==> config.mk <==
export PLATFORM = sky130hd
export DESIGN_NAME = lut5_reconfig_ctrl
export DESIGN_NICKNAME = d
export VERILOG_FILES = /design/src/rtl/lut5_reconfig_ctrl.sv
export SDC_FILE = /design/constraint.sdc
export NUM_CORES = 1
export LEC_CHECK = 0
export BUFFER_PORTS_ARGS = -buffer_cell sky130_fd_sc_hd__buf_2
export CELL_PAD_IN_SITES_DETAIL_PLACEMENT = 0
export CELL_PAD_IN_SITES_GLOBAL_PLACEMENT = 1
export CORE_MARGIN = 1
export CORE_UTILIZATION = 48
export DETAILED_ROUTE_END_ITERATION = 10
export PLACE_DENSITY_LB_ADDON = 0.1
export SYNTH_ARGS = -nofsm -noshare
export SYNTH_HDL_FRONTEND = slang
export SYNTH_SLANG_ARGS = --single-unit
==> constraint.sdc <==
create_clock -name CLK -period 4.4 [get_ports CLK]
set_input_delay 0.88 -clock CLK [delete_from_list [all_inputs] [get_ports CLK]]
set_output_delay 0.88 -clock CLK [all_outputs]
set_load 0.005 [all_outputs]
==> src/rtl/lut5_reconfig_ctrl.sv <==
// Reconfigurable 5-input LUT: a 32-bit table arrives over valid/ready and is shifted MSB first into staging, then committed atomically.
// A new table is visible on O 34 cycles after the accept edge; CFG_READY is low for that whole load, and CFG_CE low stalls only the shift phase.
module lut5_reconfig_ctrl #(
  parameter logic [31:0] INIT = 32'h00000000
) (
  input  logic        CLK,
  input  logic        RST,
  input  logic [31:0] CFG_DATA,
  input  logic        CFG_VALID,
  output logic        CFG_READY,
  input  logic        CFG_CE,
  input  logic        ADR0,
  input  logic        ADR1,
  input  logic        ADR2,
  input  logic        ADR3,
  input  logic        ADR4,
  output logic        O,
  output logic        CDO,
  output logic        BUSY,
  output logic        DONE
);

  typedef enum logic [1:0] {IDLE, SHIFT, COMMIT} state_t;

  state_t      state, state_nxt;
  logic [31:0] active;
  logic [31:0] staging;
  logic [31:0] word;
  logic [5:0]  cnt;
  logic        accept;
  logic        shift_en;

  always_comb begin
    state_nxt = state;
    accept    = 1'b0;
    shift_en  = 1'b0;
    case (state)
      IDLE: begin
        if (CFG_VALID) begin
          accept    = 1'b1;
          state_nxt = SHIFT;
        end
      end
      SHIFT: begin
        if (CFG_CE) begin
          shift_en = 1'b1;
          if (cnt == 6'd31) state_nxt = COMMIT;
        end
      end
      COMMIT:  state_nxt = IDLE;
      default: state_nxt = IDLE;
    endcase
  end

  always_ff @(posedge CLK) begin
    if (RST) begin
      state   <= IDLE;
      cnt     <= 6'd0;
      active  <= INIT;
      staging <= INIT;
    end else begin
      state <= state_nxt;
      if (accept) begin
        word <= CFG_DATA;
        cnt  <= 6'd0;
      end
      // Same bit order as a serially configured LUT primitive: MSB enters first.
      if (shift_en) begin
        staging <= {staging[30:0], word[5'd31 - cnt[4:0]]};
        cnt     <= cnt + 6'd1;
      end
      if (state == COMMIT) active <= staging;
    end
  end

  assign CFG_READY = (state == IDLE);
  assign BUSY      = (state != IDLE);
  assign DONE      = (state == COMMIT);
  assign CDO       = staging[31];
  assign O         = active[{ADR4, ADR3, ADR2, ADR1, ADR0}];

endmodule

==> results of run 1 <==
## area by class of cell
type | count | area, um^2
Clock buffer | 10 | 128
Tap cell | 105 | 131
Sequential cell | 104 | 2400
Timing Repair Buffer | 51 | 270
Inverter | 2 | 7.51
Clock inverter | 6 | 43.8
Multi-Input combinational cell | 272 | 1530
Fill cell | 769 | 3660
## layer usage
layer | part of all wire | GRT usage | vias up
met5 | 0 | 0 | -
met1 | 0.52 | 0.308 | 1380
li1 | - | - | 1478
met2 | 0.44 | 0.291 | 52
met3 | 0.038 | 0.0348 | 4
met4 | 0.0067 | 0.0692 | 0
## tightest hold or removal path, stage by stage (launching register included)
cell and delay, ns:
dfxtp_1 0.32, nand2_1 0.05, a21oi_1 0.05
## power by group
part	internal, uW	switching (uW)
Sequential	1010	10.6
Combinational	36.0	55.7
Clock	209	321
## flip-flops by register name (all words and copies together), names as in the netlist
name and flops:
active 32, cnt 6, staging 32, state 2
word 32
## metrics by stage
step | cells | cell area [um^2] | util
after floorplan | 405 | 4050 | -
after global placement | 534 | 4340 | 0.531
after detailed placement | 534 | 4340 | 0.531
after CTS | 550 | 4510 | 0.552
after global routing | 550 | 4510 | 0.552
final | 550 | 4510 | 0.552
## synthesized netlist by cell type
library cell  number
a211oi_1           2
a211oi_2           1
a21o_1             1
a21oi_1           72
a22oi_1            9
a31oi_1            1
and2_1             1
and3b_1            1
buf_1              5
buf_4              2
buf_6              1
clkbuf_1          19
dfxtp_1           72
edfxtp_1          32
ha_1               1
inv_1              2
mux2_2             1
mux2i_1           16
mux4_2            10
nand2_1          130
nand2b_1           3
nand3_1            1
nand3b_1           2
nor2_1             9
nor2b_1            2
nor3_1             2
nor4_1             1
o21ai_0            1
o22ai_1            1
o311ai_0           1
or3b_2             1
or4_1              2
## cells by family (layout without fill, tap and decap cells)
logic type      after synthesis  count (layout)
compound gates               89              89
fa+ha+maj                     1               1
buf+inv                      29              69
flops                       104             104
mux                          27              27
simple gates                155             155
## worst max-delay path by stage
stage | from | endpoint | slack [ns]
finish | ADR0 | O | 0.98
global route | ADR0 | O | 0.89
CTS | ADR0 | O | 0.96
detailed placement | ADR0 | O | 0.94
global placement | ADR0 | O | 0.99
floorplan | ADR0 | O | 1.25
==> metrics.yaml, run 1 <==
outcome:
  outcome: "complete, no violations"
timing:
  clock_skew_ns: 0.0110
  least_setup_slack_across_all_paths_after_layout_ns: 0.981
  finalHoldViolations: 0
  final_period_minus_worst_setup_slack_ns: 3.42
  worst_hold_slack_ns: 0.460
  fin_crit_sh: 0.777
  worst_pin_slew_ns: 1.09
  final-setup-viol-count: 0
  maxSlewHeadroom: 0.274
  achievable-frequency_mhz: 293
  rsz0062_at_grt: "no"
  final_max_slew_viol_count: 0
  fin_setup_tns_ns: 0
power_and_ir_drop:
  design_power_total_uw: 1640
  worst_ir_drop_vdd_mv: 0.206
  leakage_power_summed_over_all_cells_uw: 0.00151
  power_per_cell_area_nw_per_um2: 363
worst_setup_path:
  worstPathRequired_ns: 3.52
  startpoint_types: "primary input"
  cp.buffers_inverters: 2
  worst-path-max-fanout: 8
  max_stage_delay_ns: 0.53
  r2r_end: "staging[0]"
  worstReg2RegStart: "cnt[0]"
  crit_path_cell_trace: "buf_2, mux4_2, mux4_2, mux2_2, buf_2"
  startpoint_to_endpoint_class_of_the_critical_path: "in -> out"
  worst-endpoint-arrival_ns: 2.54
  r2r_setup_slack_ns: 1.98
  timing.critical_path.max_delay_family: "multiplexers"
  worst-r2r-cell-count: 5
  cp_slowest_cell: "mux4_2"
  logic_depth_of_the_worst_setup_path_including_buffers: 5
  worstSetupEndpointType: "primary output"
worst_hold_path:
  worstHoldStart: "active[23]"
  worst_hold_path_ep: "active[23]"
  worst_hold_path.num_cells: 2
  hold_class: "reg -> reg"
floorplanning:
  core_region_area_um2: 8180
  boundaryPins: 46
  die_w_um: 93.9
  floorplan.die.height_um: 93.9
  floorplan.die_area_um2: 8810
  starting_density: 0.496
  row_count: 33
drt:
  drt-total-wl_um: 8050
  antenna_left: 0
  via_count: 2914
  route.detailed.wl_per_inst_um: 14.6
  detail_route.first_pass.iterations: 4
  detailedRoute.firstIterationViolations: 169
  drcViolationCount: 0
  route.detailed.vias_per_inst: 5.30
logic_synthesis:
  synth.area.mux_share: 0.0979
  synth_seq_area_share: 0.593
  post_synth_and_or_nand_nor_area_fraction: 0.155
  yosysWarnings: 0
  post_synth_xor_area_fraction: 0
  netlist_instances: 405
  ys_seq_elements: 104
  post_synth.cell_area_avg_um2: 10.0
  synth_top_area_cell: "dfxtp_1"
  net_count_of_the_mapped_netlist: 447
  synth_compound_area_frac: 0.121
  synth_top_family_by_area: "simple AND/OR/NAND/NOR gates"
  yosys-top-cells-area: "dfxtp_1, edfxtp_1, nand2_1, a21oi_1, mux4_2"
  netlist_area_um2: 4050
  synthesized_area_fraction_occupied_by_adder_cells: 0.00309
  yosys.area.top_type_share: 0.356
  synth.lib_cells_used.distinct: 32
cts:
  cts_tree: "done"
  cts_bufs_inserted: 9
  clk_pin_slew_worst_paths_ns: 0.09
  post_cts.repair.setup_buffers: 0
  clk_lat_worst_skew_ns: 0.36
  ctsLongestPathBuffers: 2
  clkSinkCount: 104
  cts.hold.buffers_added: 0
  cells_resized_by_post_cts_repair: 0
  htree_num_levels: 3
  clk_root_buffer_cell: "clkbuf_8"
global_routing:
  first_global_vias: 2727
  gr-usage-all-layers: 0.203
  antenna_violations_before_repair: 0
  grt_start_max_net_pins: 42
  gr-total-overflow: 0
  global_route_wire_length_before_repair_um: 13600
final_layout:
  antenna-diode-count: 0
  layout_common_cells: "nand2_1, a21oi_1, dfxtp_1"
  layout_commonest_cell: "nand2_1"
  num-nets-final: 482
  synthToLayoutAreaGrowth_pct: 11.3
  drive_gt1_frac: 0.180
place:
  pre_cts_slack_ns: 0.943
  dpl.hpwl_um: 5100
  port-buffer-count: 45
  gp_congestion: 0.722
flow_run:
  timing.max_cap.violations: 0
(Power assumes the default switching activity.)
==> run 2, diff against run 1 <==
--- a/config.mk
+++ b/config.mk
@@ -9,7 +9,7 @@
 export CELL_PAD_IN_SITES_DETAIL_PLACEMENT = 0
 export CELL_PAD_IN_SITES_GLOBAL_PLACEMENT = 1
 export CORE_MARGIN = 1
-export CORE_UTILIZATION = 48
+export CORE_UTILIZATION = 40
 export DETAILED_ROUTE_END_ITERATION = 10
 export PLACE_DENSITY_LB_ADDON = 0.1
 export SYNTH_ARGS = -nofsm -noshare
==> constraint.sdc (replaced) <==
create_clock -name CLK -period 3.1 [get_ports CLK]
set_input_delay 0.62 -clock CLK [delete_from_list [all_inputs] [get_ports CLK]]
set_output_delay 0.62 -clock CLK [all_outputs]
set_load 0.005 [all_outputs]
==> run 2 against run 1 <==
Sequential power is 41% higher. Combinational power up 52%. Clock-buffer cell count down 1. Worst setup slack worse by 0.79 ns. Global-route usage fell by 2.9 points. Sequential cell count unchanged. Total power rose by 44%. Critical path depth unchanged. Worst hold slack worse by 0.035 ns. Largest power group unchanged.
==> metrics.yaml, run 2 (same netlist as run 1, synthesis figures left out) <==
global_routing:
  antenna_violations_before_repair: 0
  global_route_wire_length_before_repair_um: 13700
  gr-usage-all-layers: 0.174
  first_global_vias: 2700
  gr-total-overflow: 0
  grt_start_max_net_pins: 65
final_layout:
  antenna-diode-count: 0
  synthToLayoutAreaGrowth_pct: 13.1
  layout_common_cells: "nand2_1, a21oi_1, dfxtp_1"
  num-nets-final: 486
  fin_area_um2: 4580
  fillers: 991
  layout_commonest_cell: "nand2_1"
  drive_gt1_frac: 0.189
  largest_registers: "active: 32 flops, staging: 32 flops, word: 32 flops"
cts:
  htree_num_levels: 3
  ctsLongestPathBuffers: 2
  cts_tree: "done"
  post_cts.repair.setup_buffers: 0
  clkSinkCount: 104
  cts_bufs_inserted: 9
  clk_lat_worst_skew_ns: 0.37
  cells_resized_by_post_cts_repair: 0
  clk_root_buffer_cell: "clkbuf_8"
  clk_pin_slew_worst_paths_ns: 0.10
  cts.hold.buffers_added: 0
outcome:
  outcome: "complete, no violations"
drt:
  drt-total-wl_um: 8370
  route.detailed.wl_per_inst_um: 14.4
  dr_wl_met3_um: 303
  antenna_left: 0
  detailedRoute.firstIterationViolations: 121
  via_count: 2891
  detail_route.wirelength.met1_um: 4470
  detail_route.first_pass.iterations: 4
  met2_wirelength_um: 3560
  drcViolationCount: 0
  route.detailed.vias_per_inst: 4.97
  top_layer_used: "met4"
worst_hold_path:
  hold_class: "in -> reg"
  worst_hold_path_ep: "word[17]"
  worst_hold_path.num_cells: 1
  worstHoldStart: "CFG_DATA[17]"
power_and_ir_drop:
  power_per_cell_area_nw_per_um2: 514
  leakage_power_summed_over_all_cells_uw: 0.00153
  worst_ir_drop_vdd_mv: 0.238
worst_setup_path:
  worst-r2r-cell-count: 6
  worst-endpoint-arrival_ns: 2.29
  worstReg2RegStart: "cnt[0]"
  worstSetupEndpointType: "primary output"
  worst-path-max-fanout: 8
  worstPathRequired_ns: 2.48
  worst_setup_path_startpoint: "ADR0"
  startpoint_to_endpoint_class_of_the_critical_path: "in -> out"
  r2r_end: "staging[0]"
  startpoint_types: "primary input"
  r2r_setup_slack_ns: 0.89
timing:
  fin_crit_sh: 0.937
  maxSlewHeadroom: 0.471
  final_max_slew_viol_count: 0
  final-setup-viol-count: 0
  final_period_minus_worst_setup_slack_ns: 2.91
  worst_pin_slew_ns: 0.792
  clock_skew_ns: 0.0156
  finalHoldViolations: 0
  achievable-frequency_mhz: 344
  fin_setup_tns_ns: 0
  rsz0062_at_grt: "no"
floorplanning:
  core_region_area_um2: 9770
  row_count: 36
  floorplan.die_area_um2: 10500
  boundaryPins: 46
  die_w_um: 103
  starting_density: 0.415
  floorplan.die.height_um: 103
place:
  gp_congestion: 0.727
  dpl.hpwl_um: 5410
  placed_cell_area_um2: 4410
  port-buffer-count: 45
flow_run:
  timing.max_cap.violations: 0
==> run 2: cell count changes in the layout (fill, tap and decap cells not counted), sizes merged <==
cell | before | now
buf | 51 | 55
clkbuf | 10 | 9
clkinv | 2 | 0
clkinvlp | 2 | 4
inv | 4 | 5
==> run 2: through the flow <==
step / power, uW / worst slack (ns) / cells / utilization / hold slack [ns]
global placement: 1610 / 0.190 / 566 / 0.451 / 0.443
detailed placement: 1610 / 0.158 / 566 / 0.451 / 0.449
CTS: 2390 / 0.163 / 582 / 0.469 / 0.405
global route: 2470 / 0.104 / 582 / 0.469 / 0.389
finish: 2360 / 0.195 / 582 / 0.469 / 0.425
floorplan: 1550 / 0.292 / 405 / - / 0.429
==> run 2: worst max-delay path, stage by stage <==
cell and delay, ns:
buf_2 0.25, mux4_2 0.54, mux4_2 0.47, mux2_2 0.28
buf_2 0.13
==> run 2: area by class of cell <==
| cell class | count | area, um^2 | share of cell area |
|---|---|---|---|
| flip-flops and latches | 104 | 2400 | 0.524 |
| inverters | 2 | 7.51 | 0.00164 |
| repair buffers | 55 | 300 | 0.0655 |
| clock buffers | 9 | 124 | 0.0270 |
| well taps | 133 | 166 | 0.0363 |
| multi-input cells | 272 | 1530 | 0.334 |
| clock inverters | 7 | 53.8 | 0.0117 |
==> run 2: power breakdown <==
group	leakage, uW	internal [uW]	total, uW	switching (uW)
registers	0.000877	1430	1440	13.1
logic	0.000569	55.1	139	83.6
clock network	0.0000803	299	778	478
total	0.00153	1780	2360	575
==> run 2: per-layer routing <==
| layer | track usage | vias to the layer above |
|---|---|---|
| met1 | 0.260 | 1359 |
| met5 | 0 | - |
| li1 | - | 1480 |
| met2 | 0.249 | 48 |
| met3 | 0.0454 | 4 |
| met4 | 0.0429 | 0 |
==> run 2: worst max path at each step <==
| stage | end | slack (ns) | cells after the start |
|---|---|---|---|
| CTS | O | 0.16 | 5 |
| finish | O | 0.19 | 5 |
| global route | O | 0.10 | 5 |
| detailed placement | O | 0.16 | 5 |
| floorplan | word[0] | 0.29 | 3 |
| global placement | O | 0.19 | 5 |
==> run 3, diff against run 2 <==
--- a/config.mk
+++ b/config.mk
@@ -8,8 +8,9 @@
 export BUFFER_PORTS_ARGS = -buffer_cell sky130_fd_sc_hd__buf_2
 export CELL_PAD_IN_SITES_DETAIL_PLACEMENT = 0
 export CELL_PAD_IN_SITES_GLOBAL_PLACEMENT = 1
-export CORE_MARGIN = 1
-export CORE_UTILIZATION = 40
+export CORE_MARGIN = 2
+export CORE_UTILIZATION = 42
+export CTS_BUF_LIST = sky130_fd_sc_hd__clkbuf_2 sky130_fd_sc_hd__clkbuf_4 sky130_fd_sc_hd__clkbuf_8
 export DETAILED_ROUTE_END_ITERATION = 10
 export PLACE_DENSITY_LB_ADDON = 0.1
 export SYNTH_ARGS = -nofsm -noshare
==> run 3 against run 2 <==
Cell count fell by 1.0%. Total power rose by 0.23%. Die area fell by 0.83%. Combinational power barely moved. Maximum frequency fell by 1.1%. Global-route usage fell by 0.70 points. Core utilization rose by 2.3 points. Clock power rose by 1%. Worst setup slack got worse by 0.031 ns. Clock skew barely moved. Final area fell by 0.33%. Register-to-register slack barely moved. Largest power group unchanged. Highest routed layer unchanged.
==> metrics.yaml, run 3 (same netlist as run 1, synthesis figures left out) <==
timing:
  finalHoldViolations: 0
  fin_crit_sh: 0.947
  fin_setup_tns_ns: 0
  final_period_minus_worst_setup_slack_ns: 2.94
  worst_hold_slack_ns: 0.434
  achievable-frequency_mhz: 341
  final_max_slew_viol_count: 0
  worst_pin_slew_ns: 0.720
  rsz0062_at_grt: "no"
  clock_skew_ns: 0.0155
  final-setup-viol-count: 0
  maxSlewHeadroom: 0.519
worst_setup_path:
  worst-r2r-cell-count: 6
  crit_path_cell_trace: "buf_2, mux4_2, mux4_2, mux2_2, buf_2"
  r2r_end: "staging[0]"
  startpoint_to_endpoint_class_of_the_critical_path: "in -> out"
  worstPathRequired_ns: 2.48
  timing.critical_path.max_delay_family: "multiplexers"
  cp.buffers_inverters: 2
  worst-path-max-fanout: 8
  worstReg2RegStart: "cnt[0]"
  max_stage_delay_ns: 0.54
  r2r_setup_slack_ns: 0.89
  worst-endpoint-arrival_ns: 2.32
  startpoint_types: "primary input"
  cp_slowest_cell: "mux4_2"
  worstSetupEndpointType: "primary output"
cts:
  cts_bufs_inserted: 9
  post_cts.repair.setup_buffers: 0
  clk_pin_slew_worst_paths_ns: 0.10
  clk_lat_worst_skew_ns: 0.36
  cells_resized_by_post_cts_repair: 0
  clkSinkCount: 104
  clk_root_buffer_cell: "clkbuf_8"
  ctsLongestPathBuffers: 2
  cts_tree: "done"
  cts.hold.buffers_added: 0
  htree_num_levels: 3
place:
  port-buffer-count: 45
  place_inst: 560
  gp_congestion: 0.711
  dpl.hpwl_um: 5210
global_routing:
  gr-usage-all-layers: 0.167
  first_global_vias: 2707
  gr-total-overflow: 0
  antenna_violations_before_repair: 0
  grt_start_max_net_pins: 45
  global_route_wire_length_before_repair_um: 13500
worst_hold_path:
  worst_hold_path_ep: "word[29]"
  hold_class: "in -> reg"
  worst_hold_path.num_cells: 1
  worstHoldStart: "CFG_DATA[29]"
outcome:
  outcome: "complete, no violations"
drt:
  route.detailed.vias_per_inst: 5.07
  route.detailed.wl_per_inst_um: 14.1
  detail_route.first_pass.iterations: 5
  drcViolationCount: 0
  via_count: 2921
  drt-total-wl_um: 8100
  antenna_left: 0
  detailedRoute.firstIterationViolations: 155
final_layout:
  layout_commonest_cell: "nand2_1"
  largest_registers: "active: 32 flops, staging: 32 flops, word: 32 flops"
  layout_common_cells: "nand2_1, a21oi_1, dfxtp_1"
  fillers: 916
  num-nets-final: 484
  synthToLayoutAreaGrowth_pct: 12.7
  layoutNonFillerInstCount: 576
  antenna-diode-count: 0
  drive_gt1_frac: 0.186
floorplanning:
  boundaryPins: 46
  core_region_area_um2: 9280
  starting_density: 0.437
  floorplan.die_area_um2: 10500
  die_w_um: 102
  row_count: 35
  floorplan.die.height_um: 102
power_and_ir_drop:
  power_per_cell_area_nw_per_um2: 517
  leakage_power_summed_over_all_cells_uw: 0.00153
  design_power_total_uw: 2360
  worst_ir_drop_vdd_mv: 0.268
flow_run:
  timing.max_cap.violations: 0
## run 3: cell count changes in the layout (fill, tap and decap cells not counted)
cell	change
buf_4	-2
clkbuf_4	+1
clkinv_4	+2
clkinvlp_2	-1
clkinvlp_4	-2
## run 3: worst max path at each step
stage,start,end,slack [ns],depth (start not counted)
global placement,ADR0,O,0.19,5
finish,ADR0,O,0.16,5
CTS,ADR0,O,0.14,5
floorplan,RST,word[0],0.29,3
detailed placement,ADR0,O,0.16,5
global route,ADR0,O,0.09,5
## run 3: through the flow
stage / util / worst slack (ns) / cell area [um^2]
3_5_place_dp: 0.472 / 0.161 / 4390
4_1_cts: 0.492 / 0.144 / 4570
6_report: 0.492 / 0.163 / 4570
2_1_floorplan: - / 0.292 / 4050
3_3_place_gp: 0.472 / 0.191 / 4390
5_1_grt: 0.492 / 0.0889 / 4570
## run 3: layer usage
metal	wire, um	global-route usage
met5	0	0
met4	67	0.0431
met3	330	0.0356
met2	3480	0.238
met1	4220	0.258
## run 3: where the power goes
| group | internal (uW) | leakage (uW) | switching [uW] |
|---|---|---|---|
| Combinational | 52.7 | 0.000559 | 83.4 |
| Clock | 314 | 0.0000927 | 473 |
| Sequential | 1430 | 0.000877 | 12.2 |
## run 3: area by class of cell
type | instances | area, um^2 | area share
clock buffers | 10 | 131 | 0.0288
clock inverters | 6 | 51.3 | 0.0112
inverters | 2 | 7.51 | 0.00164
multi-input cells | 272 | 1530 | 0.335
flip-flops and latches | 104 | 2400 | 0.526
well taps | 129 | 161 | 0.0353
repair buffers | 53 | 285 | 0.0624
